===== config.mk =====
export PLATFORM = sky130hd
export DESIGN_NAME = mux_rr
export DESIGN_NICKNAME = d
export VERILOG_FILES = /design/src/rtl/mux_rr.sv
export SDC_FILE = /design/constraint.sdc
export NUM_CORES = 1
export LEC_CHECK = 0
export ABC_AREA = 1
export CAP_MARGIN = 20
export CORE_MARGIN = 3
export CORE_UTILIZATION = 37
export DETAILED_ROUTE_END_ITERATION = 10
export GPL_TIMING_DRIVEN = 1
export HOLD_SLACK_MARGIN = 0.02
export PLACE_DENSITY = 0.78
export SYNTH_ARGS = -nofsm -noshare
export SYNTH_HDL_FRONTEND = slang
export SYNTH_SLANG_ARGS = --single-unit

===== constraint.sdc =====
create_clock -name clk -period 2.8 [get_ports clk]
set_clock_uncertainty 0.15 [all_clocks]
set_input_delay 0.56 -clock clk [delete_from_list [all_inputs] [get_ports clk]]
set_output_delay 0.56 -clock clk [all_outputs]
set_load 0.005 [all_outputs]

===== src/rtl/mux_rr.sv =====
// Purpose: N-channel W-bit mux with explicit-select or round-robin arbitration into a one-beat output register.
// Latency: one cycle from an input transfer to the beat on out_data/out_valid.
// Backpressure: the register reloads only when empty or being drained; in_ready is all-zero while a beat is stalled.
//
// Ports:
//   clk, rst_n          clock, asynchronous active-low reset
//   in_data/in_valid    N packed W-bit channels (channel c at [c*W +: W]) with per-channel valid
//   in_ready            combinational per-channel accept, at most one bit high
//   mode, sel           0 = take channel sel, 1 = round-robin over valid channels
//   out_data/out_chan   registered beat and the channel it came from
//   out_valid/out_ready output handshake
module mux_rr #(
  parameter  int N  = 4,
  parameter  int W  = 8,
  localparam int SW = $clog2(N)
) (
  input  logic           clk,
  input  logic           rst_n,
  input  logic [N*W-1:0] in_data,
  input  logic [N-1:0]   in_valid,
  output logic [N-1:0]   in_ready,
  input  logic           mode,
  input  logic [SW-1:0]  sel,
  output logic [W-1:0]   out_data,
  output logic [SW-1:0]  out_chan,
  output logic           out_valid,
  input  logic           out_ready
);

  logic [SW-1:0] ptr;
  logic          load_en;
  logic          sel_gnt;
  logic          rr_gnt;
  logic [SW-1:0] rr_chan;
  logic [SW:0]   rr_idx;
  logic          grant;
  logic [SW-1:0] gnt_chan;
  logic [W-1:0]  gnt_data;
  logic          xfer;

  assign load_en = !out_valid || out_ready;

  always_comb begin
    // Explicit select: a sel value at or beyond N matches no channel, so never grants.
    sel_gnt = 1'b0;
    for (int g = 0; g < N; g++) begin
      if (sel == SW'(g)) sel_gnt = in_valid[g];
    end

    // Round-robin: walk ptr, ptr+1, ... with wrap; the first valid channel wins.
    rr_gnt  = 1'b0;
    rr_chan = '0;
    rr_idx  = '0;
    for (int k = 0; k < N; k++) begin
      rr_idx = {1'b0, ptr} + (SW+1)'(k);
      if (rr_idx >= (SW+1)'(N)) rr_idx = rr_idx - (SW+1)'(N);
      if (!rr_gnt && in_valid[rr_idx[SW-1:0]]) begin
        rr_gnt  = 1'b1;
        rr_chan = rr_idx[SW-1:0];
      end
    end

    grant    = mode ? rr_gnt  : sel_gnt;
    gnt_chan = mode ? rr_chan : sel;

    gnt_data = '0;
    for (int g = 0; g < N; g++) begin
      if (gnt_chan == SW'(g)) gnt_data = in_data[g*W +: W];
    end
  end

  assign xfer = load_en && grant;

  // rst_n gates the accepts so no producer sees a handshake while the block is held in reset.
  always_comb begin
    in_ready = '0;
    for (int g = 0; g < N; g++) begin
      in_ready[g] = rst_n && xfer && (gnt_chan == SW'(g));
    end
  end

  always_ff @(posedge clk or negedge rst_n) begin
    if (!rst_n) begin
      out_valid <= 1'b0;
      out_data  <= '0;
      out_chan  <= '0;
      ptr       <= '0;
    end else if (load_en) begin
      if (grant) begin
        out_valid <= 1'b1;
        out_data  <= gnt_data;
        out_chan  <= gnt_chan;
        // Pointer tracks the last winner in both modes so a switch to round-robin stays fair.
        ptr       <= (gnt_chan == SW'(N-1)) ? '0 : gnt_chan + SW'(1);
      end else begin
        out_valid <= 1'b0;
      end
    end
  end

endmodule

# After elaboration in Yosys (flattened, before gate mapping)
# Index checks and enable logic that the tools add are counted.
word_totals:
  wordCells: 75
  regBits: 13
  inputBits: 42
classes:
  mux: 32
  n_eq_ne: 6
  addsub: 8
  reduce_logical: 17
  n_lt_le_gt_ge: 8
ops:
  columns: ["cell", "count"]
  rows:
  - ["8-bit 2-to-1 mux", 4]
  - ["2-bit 2-to-1 mux", 10]
  - ["1-bit 2-to-1 mux", 14]
  - ["2-bit by 3-bit less-than comparator with 1-bit output (second input constant)", 4]
  - ["3-bit greater-or-equal comparator (second input constant)", 3]
  - ["1-bit logical AND", 9]
  - ["1-bit binary-select mux with 2-bit select", 4]
  - ["2-bit == test (second input constant)", 4]
  - ["2-bit by 1-bit subtractor with 2-bit output (second input constant)", 4]
  - ["2-bit by 2-bit adder with 3-bit output (second input constant)", 2]
  - ["2-bit by 1-bit == test with 1-bit output (second input constant)", 2]
  - ["1-bit logical NOT", 4]
  - ["2-bit logical NOT", 2]
  - ["2-bit by 1-bit adder with 3-bit output (second input constant)", 1]
  - ["2-bit by 3-bit greater-or-equal comparator with 1-bit output (second input constant)", 1]
  - ["2-bit by 1-bit adder with 2-bit output (second input constant)", 1]
  - ["2-bit AND reduction", 1]
  - ["1-bit logical OR", 1]

# Longest topological paths before layout
depth:
  depth_word: 20
  ltp_mapped: 19

# Worst setup path after synthesis
# Ideal clock, no wire load.
synth_path:
  kind: "input to output"
  from: "input in_valid[2]"
  to: "output in_ready[1]"
  arrival_ps: 2144
  cell_stages: 11
  path_slack_ps: -54
  cell_sequence: "inv_1 -> o21ai_0 -> o21ai_1 -> inv_1 -> nand3_1 -> nand4_1 -> o21ai_0 -> ha_1 -> clkbuf_1 -> clkinv_1 -> nor2_1"
synth_via:
  elab_chain_len: 16
  word_cells_on_any_way: 30
  classes_between: "eq/ne (1); mux (20); reduce/logical (9)"
synth_rtl:
  columns: ["element", "line", "rtl"]
  rows:
  - ["start, declared", "20", "input logic [N-1:0] in_valid,"]
  - ["1-bit binary-select mux with 2-bit select", "57", "if (!rr_gnt && in_valid[rr_idx[SW-1:0]]) begin"]
  - ["1-bit 2-to-1 mux (not written as such)", "57", null]
  - ["1-bit 2-to-1 mux", "57", null]
  - ["1-bit logical NOT", "57", null]
  - ["1-bit logical AND", "57", null]
  - ["1-bit 2-to-1 mux", "57", null]
  - ["1-bit logical NOT", "57", null]
  - ["1-bit logical AND", "57", null]
  - ["1-bit 2-to-1 mux", "57", null]
  - ["1-bit logical NOT", "57", null]
  - ["1-bit logical AND", "57", null]
  - ["1-bit 2-to-1 mux", "57", null]
  - ["1-bit 2-to-1 mux", "63", "grant = mode ? rr_gnt : sel_gnt;"]
  - ["1-bit logical AND", "72", "assign xfer = load_en && grant;"]
  - ["1-bit logical AND", "78", "in_ready[g] = rst_n && xfer && (gnt_chan == SW'(g));"]
  - ["1-bit logical AND *", "78", null]
  - ["end, declared", "21", "output logic [N-1:0] in_ready,"]
# Mark *: on every way between the ends. The rest lies on a longest branch, timed or not. The select of a mux whose other input is x is not followed.

# Worst setup path in the final report
layout_path:
  from: "register ptr[0]"
  to: "register out_chan[1]"
layout_via:
  elab_chain_len: 16
  word_cells_on_any_way: 40
  classes_between: "add/sub (7); order compare (4); mux (22); reduce/logical (7)"
layout_rtl:
  columns: ["element", "line", "rtl"]
  rows:
  - ["start, declared", "30", "logic [SW-1:0] ptr;"]
  - ["start signal, assigned", "94", "ptr <= (gnt_chan == SW'(N-1)) ? '0 : gnt_chan + SW'(1);"]
  - ["branches (longest 16 deep; another with 2-bit by 1-bit adder with 3-bit output)", null, null]
  - ["end signal, assigned", "92", "out_chan <= gnt_chan;"]
  - ["end, declared", "25", "output logic [SW-1:0] out_chan,"]
# Parallel ways; which one is timed is not known. The select of a mux whose other input is x is not followed.
# A chain may end at the register's enable or synchronous reset.

==> results.toml <==
[cts]
clock_sinks = 13
htree_levels = 1
numCtsBuffers = 3
cts_root_buf = "clkbuf_4"
cts_tree = "built"
cts_buffer_depth = 2
clk_pin_slew_ps = 70
holdBufCountCts = 0
clk_latency_ps = 270

[critical_path]
endpoint_kind = "flip-flop"
cp-startpoint = "ptr[0]"
r2r_cells = 18
r2r_end = "out_chan[1]"
cp.required_ps = 2810
regToRegSetupSlack_ps = -180
worst_setup_path_start_kind = "flip-flop"
critPathArrivalTime_ps = 2990
criticalPathCategory = "flip-flop to flip-flop"
timing.critical_path.to = "out_chan[1]"
r2r_start = "ptr[0]"
crit_fanout = 5

[synth]
synth_cell_type_count = 21
avgSynthCellArea_um2 = 6.522
synth_top_family_by_area = "simple AND/OR/NAND/NOR gates"
synth_cells = 179
syn_nets = 225
synthesis.area_mm2 = 0.001167
synthAdderAreaFrac_pct = 4.287
synth_xor_area_share_pct = 0
synth_top_area_cell = "dfrtp_1"
synthMuxAreaShare_pct = 0
yosys.area_share.simple_pct = 36.76
yosys_warnings = 0
ys.flop_type = "dfrtp_1"
yosysMostFrequentCell = "nand2_1"
synth.top_cell.area_share_pct = 27.87
ys_seq_elements = 13
synth_compound_gate_area_share_pct = 20.69
yosys-top-cells-count = "73 x nand2_1, 15 x inv_1, 15 x nand3_1"
ys_seq_area_share_pct = 27.87
yosys-top-cells-area = "dfrtp_1 28%, nand2_1 23%, o211ai_2 8.6%, nand3_1 6.4%, o21ai_0 5.1%"
synth_edf_count = 0
ys_async_sr_fraction_pct = 100.0

[floorplan]
die_h_um = 62.17
ioPinCount = 57
dieWidth_um = 62.17
core.rowCount = 19
core_mm2 = 0.002877
die-area_mm2 = 0.003865
initial_core_util_pct = 40.58

[placed_design]
dp_hpwl_um = 2739
port_buffers = 56
place.gp.congestion = 0.8532

[power]
peakVddDrop_mv = 0.6017
p_per_area_mw_per_mm2 = 1036
leakagePower_nw = 1.082

[sta]
fin_crit_sh_pct = 106.4
final_max_slew_viol_count = 0
slew_headroom_pct = 78.17
setup_ws_ps = -177.8
hold_viol_final = 0
rsz0062_at_grt = "true"
fin_crit_ps = 2978
fmax_ghz = 0.3358
worstMarginPinSlew_ps = 326.4
setup_viol = 5
fin_tns_setup_ps = -583.9

[drt]
drt_wl_total_um = 4521
first_pass_iters = 4
via_count = 1576
ant_nets = 0
via_per_inst = 5.003
first_iter_violations = 66
routedWlPerCell_um = 14.35
drc_errors = 0

[layout]
fillers = 194
diodes = 0
area_growth_pct = 91.53
nets = 320
utilization_pct = 77.73
drive_above_1_share_pct = 39.56

[global_route]
antenna_found_initial = 0
grt_pass1_vias = 1549
grt_max_degree = 18
grt_first_pass_wirelength_um = 7017
gr-total-overflow = 0
grt.total_usage_pct = 22.50

[min_path]
hold_path_class = "flip-flop to flip-flop"

[run_status]
status = "finished, violations left"
violations = "negative setup slack"

[run]
cap_violations = 0
area by class of cell:
type	instances	area [um2]	share of cell area, %
repair buffers	97	855.8	38.28
inverters	19	77.57	3.470
well taps	42	52.55	2.350
flip-flops and latches	13	327.8	14.66
clock buffers	4	26.28	1.175
multi-input cells	140	895.9	40.07
worst max-delay path: stages (launching register included):
cell,delay (ps)
dfrtp_2,470
buf_6,160
nand2_2,60
nand2_2,70
buf_4,150
a31oi_2,150
nand4_1,170
buf_4,180
buf_4,120
buf_4,120
buf_4,120
buf_4,120
buf_4,120
buf_4,120
buf_4,130
buf_4,120
buf_4,130
o211ai_1,120
nand2_1,80
per-layer routing:
metal	vias to the layer above	global-route usage (%)	wire length, um
met1	704	24.83	1746
met4	0	9.669	162
met2	82	39.25	2223
met5	-	0	0
li1	773	-	-
met3	17	7.568	388
cell families (layout without fill, tap and decap cells):
family          count (synthesis)  after routing
simple gates                  101            101
buf+inv                        26            120
flops                          13             13
fa+ha+maj                       4              4
compound gates                 35             35
sequential cells by signal, summed over array words and instances, names as in the netlist:
name / cells
out_data: 8
out_chan: 2
ptr: 2
out_valid: 1
power breakdown:
part / internal (mW) / leakage [nW] / switching (mW)
clock network: 0.0553 / 0.0150 / 0.0640
logic: 0.904 / 0.912 / 0.937
registers: 0.279 / 0.156 / 0.0768
placed cells by master, fill, tap and decap left out, drive strengths merged, types with 4 or more instances in the layout:
| cell type | netlist | routed |
|---|---|---|
| nand2 | 75 | 75 |
| clkdlybuf4s50 | 0 | 48 |
| buf | 4 | 45 |
| inv | 17 | 17 |
| nand3 | 16 | 16 |
| o21ai | 14 | 14 |
| dfrtp | 13 | 13 |
| a21oi | 10 | 10 |
| o211ai | 10 | 10 |
| nor2 | 8 | 8 |
| ha | 4 | 4 |
| clkbuf | 3 | 4 |
worst min-delay path by stage:
stage,startpoint,to,cells after the start,slack (ps)
after floorplan,rst_n,out_chan[0],0,110
after global placement,out_data[5],out_data[5],2,320
after detailed placement,out_data[2],out_data[2],2,320
after CTS,out_data[2],out_data[2],2,340
after global routing,out_data[5],out_data[5],2,360
final,out_chan[1],out_chan[1],2,340
timing repair:
item / in CTS / in global routing
resized for setup: 63 / 18
pin swaps: 26 / 15
setup endpoints to repair: 12 / 13
setup buffers: 17 / 4
through the flow:
step	instance area, um2	power [mW]	hold WS (ps)	std cells	setup slack [ps]
6_report	2236	2.316	336.0	315	-177.8
5_1_grt	2236	2.492	365.0	315	-252.5
4_1_cts	2148	2.083	340.7	311	-40.26
3_5_place_dp	1882	1.609	318.8	290	-760.0
3_3_place_gp	1882	1.583	315.1	290	-716.3
2_1_floorplan	1169	1.067	114.4	179	16.77
Power figures use the tool's default switching activity.
